File: config.mk
export PLATFORM = sky130hd
export DESIGN_NAME = regfile_mp_flat
export DESIGN_NICKNAME = d
export VERILOG_FILES = /design/src/rtl/regfile_mp_if.sv /design/src/rtl/regfile_mp.sv /design/src/flat_wrapper.sv
export SDC_FILE = /design/constraint.sdc
export NUM_CORES = 2
export LEC_CHECK = 0
export BUFFER_PORTS_ARGS = -buffer_cell sky130_fd_sc_hd__buf_4
export CAP_MARGIN = 20
export CORE_MARGIN = 4
export CORE_UTILIZATION = 45
export CTS_CLUSTER_DIAMETER = 150
export CTS_CLUSTER_SIZE = 14
export DETAILED_ROUTE_END_ITERATION = 16
export PLACE_DENSITY = 0.66
export RECOVER_POWER = 50
export SLEW_MARGIN = 10
export SYNTH_ARGS = -nofsm -noshare
export SYNTH_HDL_FRONTEND = slang
export SYNTH_SLANG_ARGS = --single-unit
File: constraint.sdc
create_clock -name clk -period 4.4 [get_ports clk]
set_clock_uncertainty 0.15 [all_clocks]
set_input_delay 0 -clock clk [delete_from_list [all_inputs] [get_ports clk]]
set_output_delay 0 -clock clk [all_outputs]
set_load 0.02 [all_outputs]
File: src/rtl/regfile_mp_if.sv
// rtl/regfile_mp_if.sv - read/write/issue bus of the multi-port register file
interface regfile_mp_if #(
  parameter int XLEN = 32,
  parameter int NREG = 32,
  parameter int NRD  = 2,
  parameter int NWR  = 2
) ();
  localparam int AW = $clog2(NREG);

  logic [NRD*AW-1:0]   ra;
  logic [NRD*XLEN-1:0] rd;
  logic [NRD-1:0]      rbusy;
  logic [NWR-1:0]      we;
  logic [NWR*AW-1:0]   wa;
  logic [NWR*XLEN-1:0] wd;
  logic                iss_en;
  logic [AW-1:0]       iss_a;
  logic                ready;

  modport master (
    output ra, we, wa, wd, iss_en, iss_a,
    input  rd, rbusy, ready
  );

  modport slave (
    input  ra, we, wa, wd, iss_en, iss_a,
    output rd, rbusy, ready
  );
endinterface

File: src/rtl/regfile_mp.sv
// rtl/regfile_mp.sv - multi-port register file with write bypass, busy scoreboard and clear sweep
module regfile_mp #(
  parameter int XLEN = 32,
  parameter int NREG = 32,
  parameter int NRD  = 2,
  parameter int NWR  = 2
) (
  input logic         clk,
  input logic         reset,
  regfile_mp_if.slave bus
);
  localparam int AW = $clog2(NREG);

  typedef enum logic {CLEAR, RUN} state_t;

  state_t          state, state_nx;
  logic [AW-1:0]   cnt;
  logic [XLEN-1:0] rf [NREG];
  logic [NREG-1:0] busy;
  logic [AW-1:0]   ra_i [NRD];
  logic [XLEN-1:0] rdat [NRD];

  always_ff @(posedge clk) begin
    if (reset) state <= CLEAR;
    else       state <= state_nx;
  end

  always_comb begin
    state_nx = state;
    if (state == CLEAR && cnt == AW'(NREG - 1)) state_nx = RUN;
  end

  always_ff @(posedge clk) begin
    if (reset)               cnt <= '0;
    else if (state == CLEAR) cnt <= cnt + 1'b1;
  end

  // Later ports in the loop override earlier ones, so the highest-index writer wins.
  always_ff @(posedge clk) begin
    if (!reset) begin
      if (state == CLEAR) begin
        rf[cnt] <= '0;
      end else begin
        for (int j = 0; j < NWR; j++) begin
          if (bus.we[j] && bus.wa[j*AW +: AW] != '0)
            rf[bus.wa[j*AW +: AW]] <= bus.wd[j*XLEN +: XLEN];
        end
      end
    end
  end

  // Issue is applied after the write-clears so a same-cycle issue leaves the bit set.
  always_ff @(posedge clk) begin
    if (reset) begin
      busy <= '0;
    end else if (state == RUN) begin
      for (int j = 0; j < NWR; j++) begin
        if (bus.we[j] && bus.wa[j*AW +: AW] != '0)
          busy[bus.wa[j*AW +: AW]] <= 1'b0;
      end
      if (bus.iss_en && bus.iss_a != '0) busy[bus.iss_a] <= 1'b1;
    end
  end

  always_comb begin
    bus.ready = (state == RUN);
    bus.rd    = '0;
    bus.rbusy = '0;
    for (int i = 0; i < NRD; i++) begin
      ra_i[i] = bus.ra[i*AW +: AW];
      rdat[i] = rf[ra_i[i]];
      for (int j = 0; j < NWR; j++) begin
        if (bus.we[j] && bus.wa[j*AW +: AW] == ra_i[i])
          rdat[i] = bus.wd[j*XLEN +: XLEN];
      end
      if (state == RUN && ra_i[i] != '0) begin
        bus.rd[i*XLEN +: XLEN] = rdat[i];
        bus.rbusy[i]           = busy[ra_i[i]];
      end
    end
  end
endmodule

File: src/flat_wrapper.sv
// flat-port wrapper written by rule: the top's interface ports become plain ports
module regfile_mp_flat 
#(
  parameter int XLEN = 32,
  parameter int NREG = 32,
  parameter int NRD  = 2,
  parameter int NWR  = 2
)
  (clk, reset, bus_ra, bus_we, bus_wa, bus_wd, bus_iss_en, bus_iss_a, bus_rd, bus_rbusy, bus_ready);
  regfile_mp_if #(.XLEN(XLEN), .NREG(NREG), .NRD(NRD), .NWR(NWR)) bus_i ();
  input logic clk;
  input logic reset;
  input wire logic [$bits(bus_i.ra)-1:0] bus_ra;
  input wire logic [$bits(bus_i.we)-1:0] bus_we;
  input wire logic [$bits(bus_i.wa)-1:0] bus_wa;
  input wire logic [$bits(bus_i.wd)-1:0] bus_wd;
  input wire logic [$bits(bus_i.iss_en)-1:0] bus_iss_en;
  input wire logic [$bits(bus_i.iss_a)-1:0] bus_iss_a;
  output wire logic [$bits(bus_i.rd)-1:0] bus_rd;
  output wire logic [$bits(bus_i.rbusy)-1:0] bus_rbusy;
  output wire logic [$bits(bus_i.ready)-1:0] bus_ready;
  assign bus_i.ra = bus_ra;
  assign bus_i.we = bus_we;
  assign bus_i.wa = bus_wa;
  assign bus_i.wd = bus_wd;
  assign bus_i.iss_en = bus_iss_en;
  assign bus_i.iss_a = bus_iss_a;
  assign bus_rd = bus_i.rd;
  assign bus_rbusy = bus_i.rbusy;
  assign bus_ready = bus_i.ready;
  regfile_mp #(.XLEN(XLEN), .NREG(NREG), .NRD(NRD), .NWR(NWR)) u_core (.clk(clk), .reset(reset), .bus(bus_i));
endmodule
Word-level counts from Yosys, hierarchy flattened
Memory sizes are Yosys's and may differ from the RTL's.
Cells that the tools add are included.

storage, ports and cells
  register bits after elaboration = 38
  bits in writable memories = 1024
  input port bits = 94
  word-level logic and storage cells = 82
  memories = 1

memory list
  name       depth  bits a word  read ports  clocked after Yosys merged registers in  write ports  RTL line          RTL
  u_core.rf  32     32           2           0                                        2            regfile_mp.sv:18  logic [XLEN-1:0] rf [NREG];

operators by class
  add/subtract/negate cells = 1
  $lt $le $gt $ge = 8
  eq/ne operators = 5
  multiplexer cells = 39
  bitwise logic cells = 6
  reduce and logical (&&, ||, !) cells = 19

operators with widths
  kind                                                                           count
  32-bit two-way mux                                                             14
  32-bit bitwise AND                                                             2
  32-bit inverter                                                                2
  32-bit bitwise OR                                                              1
  32-bit OR reduction                                                            1
  5-bit by 6-bit less-than comparator with 1-bit output (second input constant)  5
  5-bit nonzero test                                                             5
  5-bit == test                                                                  4
  1-bit two-way mux                                                              19
  1-bit demux with 5-bit select                                                  3
  5-bit by 1-bit >= comparator with 1-bit output (second input constant)         3
  1-bit logical AND                                                              13
  1-bit binary-select mux with 5-bit select                                      2
  5-bit by 1-bit adder with 5-bit output (second input constant)                 1
  5-bit == test (second input constant)                                          1
  5-bit two-way mux                                                              1
  1-bit inverter                                                                 1

Depth between registers and ports, before layout
  depth after elaboration = 15
  gate-level depth with buffers = 9
  gate-level depth less buffers = 5

Worst setup path after synthesis
No wires, ideal clock.

  path kind = register -> register
  start point = register u_core.state (netlist: u_core.bus.ready)
  end point = memory u_core.rf[25][0], enable pin
  setup time = 433 ps
  arrival = 3385 ps
  required time = 3817 ps
  slack = 432 ps
  cell stages (with the launch flop) = 10
  path buffers = 4
  clock period less this slack = 3968 ps
  path through = dfxtp_1 -> buf_2 -> nor2b_1 -> buf_2 -> o311a_1 -> buf_6 -> buf_6 -> mux2i_4 -> nand2_2 -> o22ai_1

RTL lines
  what                      RTL line          RTL
  start: declaration        regfile_mp.sv:16  state_t state, state_nx;
  start signal: assignment  regfile_mp.sv:25  else state <= state_nx;
  end: declaration          regfile_mp.sv:18

==> impl_metrics.csv <==
group,metric,value,unit
outcome,outcome,"complete, but fails checks",
outcome,failed_checks,"hold timing, capacitance limit, slew limit, setup timing",
pwr,p_per_area,295.4,nW/um^2
die,initial_core_util,45.39,%
synth,synth_cells,5395,
setup_path,worstPathRequired,4630,ps
route,wl,256200,um
route,firstDrtPassIters,9,
setup_path,max_stage_delay,1990,ps
grt,grt_remaining_overflow,0,
synth,avgSynthCellArea,11.60,um^2
cells_and_area,design_area,68270,um^2
clocking,cts_max_path_buffers,3,
setup_path,timing.rr.start,"u_core.bus.ready$_SDFFE_PP0P_",
pwr,power_frac_clock,35.8,%
setup_path,crit_family,"simple AND/OR/NAND/NOR gates",
cells_and_area,nets,5291,
sta,slew_viol_final,888,
synth,syn_area,62570,um^2
sta,rsz0062_at_grt,"false",
die,design.core.area,137800,um^2
placed_design,pre_cts_slack,817.7,ps
setup_path,crit_path_start,"bus_wa[6]",
route,postRouteAntennaNets,0,
clocking,cts_tree,"yes",
sta,timing.fmax,0.2243,GHz
grt,grt_first_pass_wirelength,356400,um
clocking,post_cts_buffers,0,
sta,setup_violations,4,
setup_path,endpoint_kind,"register",
placed_design,dp_hpwl,146900,um
clocking,clock_latency,720,ps
pwr,switching_share,25.12,%
placed_design,place_inst,6809,
die,io_pins,161,
setup_path,slowest_stage,"nor2_1",
synth,ys_seq_area_share,50.36,%
synth,ys_types,65,
setup_path,ff2ff_path_depth,6,
pwr,p_sw,5.064,mW
setup_path,startpoint_type,"input port",
placed_design,port_buffers,160,
synth,yosys.area.top_type_share,49.15,%
setup_path,crit_type,"input port to register",
sta,fin_crit,4459,ps
clocking,clock-root-buffer,"clkbuf_16",
sta,finalCritPeriodShare,101.3,%
synth,synth_warnings,0,
synth,synth-edff-count,1024,
die,die-area,145100,um^2
setup_path,arrival,4690,ps
route,drtIter0Drc,9419,
grt,grt_usage,34.34,%
setup_path,crit_end,"u_core.rf[27][9]$_DFFE_PP_",
route,via_per_inst,7.299,
synth,synth_fp_nets,5491,
cells_and_area,drive_above_1_share,19.34,%
setup_path,r2r_slack,280,ps
cells_and_area,final_cells,7021,
sta,hold_viol_final,1,
pwr,p_comb_share,9.6,%
sta,hold_ws,-6.454,ps
grt,grt_max_degree,89,
placed_design,gp_congestion,0.9364,
setup_path,cp_num_cells,6,
placed_design,placed_cell_area,65540,um^2
setup_path,r2r_end,"u_core.rf[18][26]$_DFFE_PP_",
clocking,clk_pin_slew_worst_paths,80,ps
synth,synthArstFlopShare,0,%
flow_run,maxCapViolations,24,
sta,setup_ws,-59.03,ps
pwr,seq_power_share,54.6,%
pwr,intPower,15.10,mW
die,rows,136,
sta,worstMarginPinSlew,2639,ps
cells_and_area,utilization,49.53,%
setup_path,path_max_fanout,16,
cells_and_area,area_growth,9.107,%
setup_path,crit_chain,"dlygate4sd3_1 > buf_4 > nand3_1 > nor2_1 > clkbuf_1 > o21ai_0",
route,vias,51250,
sta,slew_headroom,-75.92,%
clocking,cts_made_buffers,85,
synth,synth_top_area_cell,"edfxtp_1",
route,route.detailed.drc,0,
die,fp.dieW,380.9,um
synth,synth-seq-cells,1062,
cells_and_area,final_cell_mix,"o21ai_0, nand2_1, edfxtp_1, mux4_2, buf_4",
die,die-height,380.9,um
synth,netlist_top_cells_area,"edfxtp_1, mux4_2, o21ai_0",
clocking,cts.sinks,1062,
pwr,leakagePower,22.90,nW
synth,synth_ff_type,"edfxtp_1",
cells_and_area,final_common_cell,"o21ai_0",
route,wl_per_cell,36.49,um
worst_hold_path,hold_class,"input port to register",
setup_path,cp.buffers_inverters,3,
grt,grt_pass1_vias,48330,
pwr,irDropWorstVdd,0.2596,mV
grt,antenna_found_initial,20,
clocking,htreeDepth,3,
[metal layers]
metal	up-vias	global-route usage (%)	share of wire [%]
li1	20170	-	-
met1	24740	42.36	32
met2	5015	51.74	44
met3	1315	11.16	15
met4	6	23.06	8.7
met5	-	0	0.016
[worst min-delay path by stage]
stage	start	end	slack [ps]	cells after the start
floorplan	bus_iss_a[2]	u_core.busy[3]$_SDFFE_PP0P_	60	3
CTS	bus_wa[9]	u_core.busy[25]$_SDFFE_PP0P_	10	4
finish	bus_wa[9]	u_core.busy[25]$_SDFFE_PP0P_	-6	4
global placement	bus_iss_a[2]	u_core.busy[3]$_SDFFE_PP0P_	220	4
detailed placement	bus_iss_a[2]	u_core.busy[3]$_SDFFE_PP0P_	220	4
global route	bus_wa[9]	u_core.busy[25]$_SDFFE_PP0P_	-30	4
[power by group through the flow]
stage          sequential (mW)  clock (mW)  combinational [mW]
2_1_floorplan             11.2           0                1.13
3_3_place_gp              11.2           0                1.81
3_5_place_dp              11.2           0                1.83
4_1_cts                   11.0        7.16                1.87
5_1_grt                   11.0        7.55                1.96
6_report                  11.0        7.22                1.95
[through the flow]
stage / power, mW / TNS, ps
6_report: 20.16 / -74.44
5_1_grt: 20.51 / 0
3_3_place_gp: 13.03 / 0
2_1_floorplan: 12.34 / 0
3_5_place_dp: 13.05 / 0
4_1_cts: 20.04 / 0
[registers in the layout, indices dropped and copies added (netlist names)]
signal,count
u_core.bus.ready,1
u_core.busy,32
u_core.cnt,5
u_core.rf,1024
[final cells by class]
type,count,area [um^2]
diodes,20,50.05
multi-input cells,3586,28400
flip-flops and latches,1062,31510
clock buffers,91,2150
clock inverters,8,106.4
well taps,1794,2245
repair buffers,421,3655
fillers,11820,69570
inverters,39,146.4
[cell usage after synthesis (8+ instances only)]
cell type and n:
o21ai_0 1135, a221o_1 62, clkbuf_2 58, nand3_1 90, dfxtp_1 38, nand2_1 1034, a22oi_1 151, nand2b_1 9
buf_2 118, nor2_1 81, xor2_1 8, mux2i_1 154, inv_1 38, o22ai_1 21, o2111ai_1 63, mux4_2 518
o21bai_1 26, edfxtp_1 1024, nor3_1 30, buf_1 57, xnor2_1 14, o221ai_1 8, a21oi_1 74, nand3b_1 11
clkbuf_1 465
[cell families after synthesis]
group,share of synthesized area [%]
AOI/OAI and AO/OA,14.40
xor gates and xnor gates,0.3080
adders and majority gates,0.03999
buffers and inverters,4.929
DFF,50.36
muxes,21.17
and+or+nand+nor,8.789
[worst min-delay path, delay by kind of cell]
| kind | cells | cell delay (ps) |
|---|---|---|
| AOI/OAI and AO/OA | 2 | 310 |
| buffers and inverters | 1 | 160 |
| and+or+nand+nor | 1 | 330 |
[what timing repair did]
action / CTS / global route
gates resized for setup: 0 / 0
endpoints found under the hold margin: 1035 / 150
hold buffers: 70 / 11
setup endpoints to repair: 0 / 0
Note: power is estimated with default switching activity, not from simulation.
